[config.mk]
export PLATFORM = sky130hd
export DESIGN_NAME = pipeline_hazard_ctrl
export DESIGN_NICKNAME = d
export VERILOG_FILES = /design/src/rtl/hazard_pkg.sv /design/src/rtl/hazard_match_prio.sv /design/src/rtl/pipeline_hazard_ctrl.sv
export SDC_FILE = /design/constraint.sdc
export NUM_CORES = 1
export LEC_CHECK = 0
export CORE_MARGIN = 1
export CORE_UTILIZATION = 42
export CTS_BUF_LIST = sky130_fd_sc_hd__clkbuf_2
export DETAILED_ROUTE_END_ITERATION = 10
export HOLD_SLACK_MARGIN = 0.08
export PLACE_DENSITY = 0.71
export REMOVE_ABC_BUFFERS = 1
export SYNTH_ARGS = -nofsm -noshare
export SYNTH_HDL_FRONTEND = slang
export SYNTH_HIERARCHICAL = 1
export SYNTH_SLANG_ARGS = --single-unit
[constraint.sdc]
create_clock -name Clk -period 6.35 [get_ports Clk]
set_input_delay 0.9525 -clock Clk [delete_from_list [all_inputs] [get_ports Clk]]
set_output_delay 0.9525 -clock Clk [all_outputs]
set_load 0.005 [all_outputs]
[src/rtl/hazard_pkg.sv]
`default_nettype none
// +----------------------------------------------------------------------+
// | hazard_pkg: scoreboard entry layout and forwarding constants         |
// | Revision: 1.0                                                        |
// +----------------------------------------------------------------------+
package hazard_pkg;

   // Entry bit layout: {rd, ld, wr, valid}
   localparam int E_VALID = 0;
   localparam int E_WR    = 1;
   localparam int E_LD    = 2;
   localparam int E_RD    = 3;

   localparam int FWD_RF  = 0;

   function automatic int calc_sel_w(input int num_stages);
      return $clog2(num_stages + 1);
   endfunction

endpackage
`default_nettype wire

[src/rtl/hazard_match_prio.sv]
`default_nettype none
// +----------------------------------------------------------------------+
// | hazard_match_prio: youngest-producer select and load-not-ready flag  |
// | Revision: 1.0                                                        |
// +----------------------------------------------------------------------+
module hazard_match_prio
   import hazard_pkg::*;
#(
   parameter int NUM_STAGES = 3,
   parameter int REG_W      = 5,
   parameter int LOAD_READY = 2,
   parameter int SEL_W      = 2
)(
   input  logic                                src_used,
   input  logic [REG_W-1:0]                    src,
   input  logic [NUM_STAGES*(REG_W+E_RD)-1:0]  entries,
   output logic [SEL_W-1:0]                    sel,
   output logic                                load_hazard
);

   localparam int c_ent_w = REG_W + E_RD;

   always_comb begin
      sel         = SEL_W'(FWD_RF);
      load_hazard = 1'b0;
      // Scan oldest first so the youngest matching producer wins
      for (int k = NUM_STAGES; k >= 1; k--) begin
         if (src_used && (src != '0) &&
             entries[(k-1)*c_ent_w + E_VALID] &&
             entries[(k-1)*c_ent_w + E_WR] &&
             (entries[(k-1)*c_ent_w + E_RD +: REG_W] == src)) begin
            sel         = SEL_W'(k);
            load_hazard = entries[(k-1)*c_ent_w + E_LD] && (k < LOAD_READY);
         end
      end
   end

endmodule
`default_nettype wire

[src/rtl/pipeline_hazard_ctrl.sv]
`default_nettype none
// +----------------------------------------------------------------------+
// | pipeline_hazard_ctrl: shadow scoreboard, forwarding and load-use stall|
// | Revision: 1.0                                                        |
// +----------------------------------------------------------------------+
module pipeline_hazard_ctrl
   import hazard_pkg::*;
#(
   parameter int NUM_SRC    = 3,
   parameter int NUM_STAGES = 3,
   parameter int REG_W      = 5,
   parameter int LOAD_READY = 2,
   parameter int CNT_W      = 16,
   localparam int SEL_W     = calc_sel_w(NUM_STAGES)
)(
   input  logic                       Clk,
   input  logic                       R,
   input  logic                       id_valid,
   input  logic                       id_rf_enable,
   input  logic                       id_load,
   input  logic [REG_W-1:0]           id_rd,
   input  logic [NUM_SRC*REG_W-1:0]   id_src,
   input  logic [NUM_SRC-1:0]         id_src_used,
   input  logic                       flush,
   output logic [NUM_SRC*SEL_W-1:0]   fwd_sel,
   output logic                       stall,
   output logic                       pc_npc_enable,
   output logic                       if_id_enable,
   output logic                       nop_sel,
   output logic [NUM_STAGES-1:0]      stage_valid,
   output logic [CNT_W-1:0]           stall_count,
   output logic [CNT_W-1:0]           flush_count
);

   localparam int               c_ent_w   = REG_W + E_RD;
   localparam logic [CNT_W-1:0] c_cnt_max = '1;

   logic [NUM_STAGES*c_ent_w-1:0] r_sb;
   logic [c_ent_w-1:0]            w_new;
   logic [NUM_SRC-1:0]            w_hz;
   logic                          w_stall;
   logic [CNT_W-1:0]              r_stall_cnt;
   logic [CNT_W-1:0]              r_flush_cnt;

   generate
      if (LOAD_READY < 1 || LOAD_READY > NUM_STAGES) begin : g_bad_load_ready
         $error("pipeline_hazard_ctrl: LOAD_READY must lie in 1..NUM_STAGES");
      end
   endgenerate

   generate
      for (genvar i = 0; i < NUM_SRC; i++) begin : g_src
         hazard_match_prio #(
            .NUM_STAGES (NUM_STAGES),
            .REG_W      (REG_W),
            .LOAD_READY (LOAD_READY),
            .SEL_W      (SEL_W)
         ) u_match (
            .src_used    (id_src_used[i]),
            .src         (id_src[i*REG_W +: REG_W]),
            .entries     (r_sb),
            .sel         (fwd_sel[i*SEL_W +: SEL_W]),
            .load_hazard (w_hz[i])
         );
      end
   endgenerate

   // Flush overrides the stall; the killed instruction becomes a bubble
   assign w_stall = id_valid & ~flush & (|w_hz);
   assign w_new   = (id_valid & ~w_stall & ~flush) ?
                    {id_rd, id_load, id_rf_enable, 1'b1} : '0;

   generate
      if (NUM_STAGES > 1) begin : g_shift
         always_ff @(posedge Clk or posedge R) begin
            if (R) r_sb <= '0;
            else   r_sb <= {r_sb[(NUM_STAGES-1)*c_ent_w-1:0], w_new};
         end
      end else begin : g_single
         always_ff @(posedge Clk or posedge R) begin
            if (R) r_sb <= '0;
            else   r_sb <= w_new;
         end
      end
   endgenerate

   generate
      for (genvar k = 0; k < NUM_STAGES; k++) begin : g_stage_valid
         assign stage_valid[k] = r_sb[k*c_ent_w + E_VALID];
      end
   endgenerate

   always_ff @(posedge Clk or posedge R) begin
      if (R) begin
         r_stall_cnt <= '0;
         r_flush_cnt <= '0;
      end else begin
         if (w_stall && (r_stall_cnt != c_cnt_max)) r_stall_cnt <= r_stall_cnt + 1'b1;
         if (flush   && (r_flush_cnt != c_cnt_max)) r_flush_cnt <= r_flush_cnt + 1'b1;
      end
   end

   assign stall         = w_stall;
   assign pc_npc_enable = ~w_stall;
   assign if_id_enable  = ~w_stall;
   assign nop_sel       = w_stall | flush;
   assign stall_count   = r_stall_cnt;
   assign flush_count   = r_flush_cnt;

endmodule
`default_nettype wire

== After elaboration in Yosys (flattened, before gate mapping) ==
Cells that the tools add are included.
Operators by class
  add/subtract/negate cells: 2
  equal/unequal tests: 11
  muxes and demuxes: 13
  bitwise logic cells: 7
  reduce and logical (&&, ||, !) cells: 36
Operator list (number)
  $eq 5x5->1: 9
  $add 16x1->16 const B: 2
  $logic_and 1x1->1: 32
  $ne 16x16->1 const B: 2
  $mux 2: 9
  $reduce_bool 5->1: 3
  $mux 8: 1
  $and 1x1->1: 4
  $mux 1: 3
  $reduce_or 3->1: 1
  $not 1->1: 2
  $or 1x1->1: 1
Storage, ports and cells
  bits in registers: 56
  bits of input ports: 29
  output and inout bits: 45

== Depth between registers and ports, before layout ==
  word-level depth: 12
  mapped depth: 9
  mapped depth without buffers: 9

== Hierarchy ==
The synthesis kept the hierarchy.
By module, submodules not included
  pipeline_hazard_ctrl: times used 1, cells an instance 185, area an instance 2333.5 um^2
  hazard_match_prio: times used 3, cells an instance 30, area an instance 227.7 um^2

== Worst setup path before layout ==
Ideal clock, no wire load.
  path type: input to output
  start: input port id_src[6]
  end: output port pc_npc_enable
  arrival: 2750 ps
  required time: 5398 ps
  setup slack: 2648 ps
  stages: 8
  path through: or4_1 -> o21ai_2 -> nor3_1 -> and2_1 -> nor3_1 -> nor2_4 -> inv_2 -> buf_4
Between the ends
  cells in the longest elaborated chain, start to end: 9
  elaborated cells on any way between the ends: 10
  those cells by class: eq/ne: 1; mux: 1; bitwise: 2; reduce/logical: 6
RTL lines
  start, declared: line pipeline_hazard_ctrl.sv:22  | input logic [NUM_SRC*REG_W-1:0] id_src,
  $reduce_bool 5->1: line hazard_match_prio.sv:28  | if (src_used && (src != '0) &&
  $logic_and 1x1->1 (2 in a row): line hazard_match_prio.sv:28
  $logic_and 1x1->1: line hazard_match_prio.sv:29  | entries[(k-1)*c_ent_w + E_VALID] &&
  $logic_and 1x1->1 *: line hazard_match_prio.sv:30  | entries[(k-1)*c_ent_w + E_WR] &&
  $mux 1 *: line hazard_match_prio.sv:28
  net w_hz[1]: line pipeline_hazard_ctrl.sv:40  | logic [NUM_SRC-1:0] w_hz;
  $reduce_or 3->1 *: line pipeline_hazard_ctrl.sv:69  | assign w_stall = id_valid & ~flush & (|w_hz);
  $and 1x1->1 *: line pipeline_hazard_ctrl.sv:69
  net stall: line pipeline_hazard_ctrl.sv:26  | output logic stall,
  $not 1->1 *
  end, declared: line pipeline_hazard_ctrl.sv:27  | output logic pc_npc_enable,
The timed path passes the listed nets; every way through them passes the cells marked *.

== Final worst setup path ==
  start: input port id_src[1]
  end: output port if_id_enable
Between the ends
  cells in the longest elaborated chain, start to end: 9
  elaborated cells on any way between the ends: 10
  those cells by class: eq/ne: 1; mux: 1; bitwise: 2; reduce/logical: 6
RTL lines
  $reduce_bool 5->1: line hazard_match_prio.sv:28
  $logic_and 1x1->1 (2 in a row): line hazard_match_prio.sv:28
  $logic_and 1x1->1: line hazard_match_prio.sv:29
  $logic_and 1x1->1 *: line hazard_match_prio.sv:30
  $mux 1 *: line hazard_match_prio.sv:28
  net w_hz[0]: line pipeline_hazard_ctrl.sv:40
  $reduce_or 3->1 *: line pipeline_hazard_ctrl.sv:69
  $and 1x1->1 *: line pipeline_hazard_ctrl.sv:69
  $not 1->1 *: line pipeline_hazard_ctrl.sv:105  | assign if_id_enable = ~w_stall;
  end, declared: line pipeline_hazard_ctrl.sv:28  | output logic if_id_enable,
Marked as above.

==> reports/metrics.csv <==
stage,metric,value,unit
clock_tree,Resized Gates After CTS,0,
cells_and_area,synth-to-layout area growth,28.6,%
sta,worst-margin pin slew,1080,ps
placement,DP Wirelength,4.97,mm
cells_and_area,layout cell share with drive strength beyond 1,0.0920,
global_route,grt ovf,0,
setup_path,CP Capture Type,output port,
floorplanning,chip height,86.0,um
cells_and_area,ANT cells,0,
sta,RSZ-0062 raised after global routing,false,
setup_path,crit-path max FO,8,
clock_tree,CTS max path bufs,2,
clock_tree,Worst-Skew Late Latency,440,ps
min_path,Worst Hold Class,reg2reg,
cells_and_area,fill cell count,588,
floorplanning,Core ar.,6790,um2
global_route,initial antenna violation count,0,
floorplanning,DIE AREA,7400,um2
setup_path,family with the most delay on the worst path,simple AND/OR/NAND/NOR gates,
cells_and_area,post-route cell area,3820,um2
setup_path,crit-path cells,clkdlybuf4s50_1 -> or4_1 -> o21ai_2 -> nor3_1 -> and2_1 -> nor3_1 -> nor2_4 -> inv_2 -> clkdlybuf4s50_1,
cells_and_area,most frequent cells in the layout,"73 x clkdlybuf4s50_1, 54 x xnor2_1, 54 x dfrtp_1",
job,max cap viols,0,
clock_tree,cts bufs inserted,5,
clock_tree,CTS tree,built,
setup_path,CP Depth,9,
synthesis,Synth Cell Area,2970,um2
global_route,Total Routing Usage GR,0.194,
global_route,first-pass GRT wire length,11.2,mm
synthesis,YS warnings,6,
sta,Max Transition Viols Final,0,
power,VDD IR max,0.215,mV
global_route,vias in the first global route,2260,
sta,final hold slack,461,ps
outcome,status,"complete, no violations",
setup_path,Reg2Reg Depth,9,
sta,minimum clock period,4860,ps
placement,pre-CTS WS,1530,ps
clock_tree,clk sinks,54,
min_path,hold depth,0,
synthesis,Mapped Avg Cell Area,10.9,um2
clock_tree,Post-CTS Hold Buffers,0,
global_route,largest net degree at the start of global routing,55,
setup_path,Critical Path AT,3900,ps
detailed_routing,Initial DRC Count,100,
floorplanning,Die Width,86.0,um
cells_and_area,"most common cell after layout, fill and taps aside",clkdlybuf4s50_1,
detailed_routing,vias per cell,5.23,
placement,"Cell Area, Placed",3780,um2
sta,setup_tns,0,ps
floorplanning,# IOs,74,
setup_path,crit path launch type,input pin,
detailed_routing,final antenna-violating net count,0,
sta,f_max,0.206,GHz
floorplanning,Row Count,30,
power,Pwr per Cell Area,185,nW/um2
synthesis,Cells after Synth,273,
sta,clk_skew,15.8,ps
setup_path,WP buf/inv,3,
power,Lkg Pwr,1.53,nW
floorplanning,initial core utilization,0.437,
setup_path,slowest CP cell,or4_1,
sta,final setup vio count,0,
placement,Port Buffers,73,
detailed_routing,# DRC,0,
sta,slack of the critical path,1490,ps
clock_tree,clk slew on worst S/H paths,230,ps
setup_path,kind of critical path,in2out,
setup_path,Max stage delay on crit path,570,ps
cells_and_area,fin nets,378,
detailed_routing,DR WL/cell,15.2,um
sta,Final period util,0.765,
clock_tree,clock tree root buffer cell,clkbuf_2,
setup_path,Critical Path RT,5400,ps
detailed_routing,number of iterations in the first detailed-routing pass,4,
clock_tree,Post-CTS Setup Bufs,0,
clock_tree,H-Tree Depth,2,
sta,final hold vios,0,
placement,GP Congestion,0.847,
detailed_routing,Vias,2320,
cells_and_area,Final Util,0.562,
detailed_routing,DRT Wirelength,6.74,mm
sta,Slew HR,0.276,
## final timing paths
check / start / endpoint / slack (ps)
max: id_src[1] / if_id_enable / 1490
min: r_sb[9] / r_sb[17] / 460
max reg2reg: r_sb[5] / stall_count[12] / 3780
min reg2reg: r_sb[9] / r_sb[17] / 460
max in group asynchronous: R / r_sb[13] / 4630
min in group asynchronous: R / stall_count[9] / 1050
## layout make-up
cell class	count	area [um2]	share of cell area
Multi-Input combinational cell	210	1560	0.410
Inverter	3	11.3	0.00295
Sequential cell	54	1350	0.354
Clock inverter	2	8.76	0.00230
Timing Repair Buffer	73	731	0.191
Tap cell	96	120	0.0315
Clock buffer	6	30.0	0.00787
## layer usage
layer	GRT usage	up-vias	wire, um
met3	0.0539	11	492
li1	-	1136	-
met4	0.0621	0	110
met2	0.305	77	3070
met5	0	-	0
met1	0.260	1096	3070
## metrics by stage
stage	std cells	total power [W]
2_1_floorplan	267	0.000489
3_3_place_gp	436	0.000580
3_5_place_dp	436	0.000585
4_1_cts	444	0.000718
5_1_grt	444	0.000753
6_report	444	0.000708
## report_power, final
group	switching [W]	total (W)	internal, W
logic	0.0000605	0.000160	0.0000993
registers	0.0000476	0.000420	0.000372
clock network	0.000101	0.000128	0.0000271
total	0.000209	0.000708	0.000498
## flip-flops by register name, indices dropped and copies added, names as in the netlist
register     flops
stall_count     16
flush_count     16
r_sb            22
Note: power is estimated with default switching activity, not from simulation.
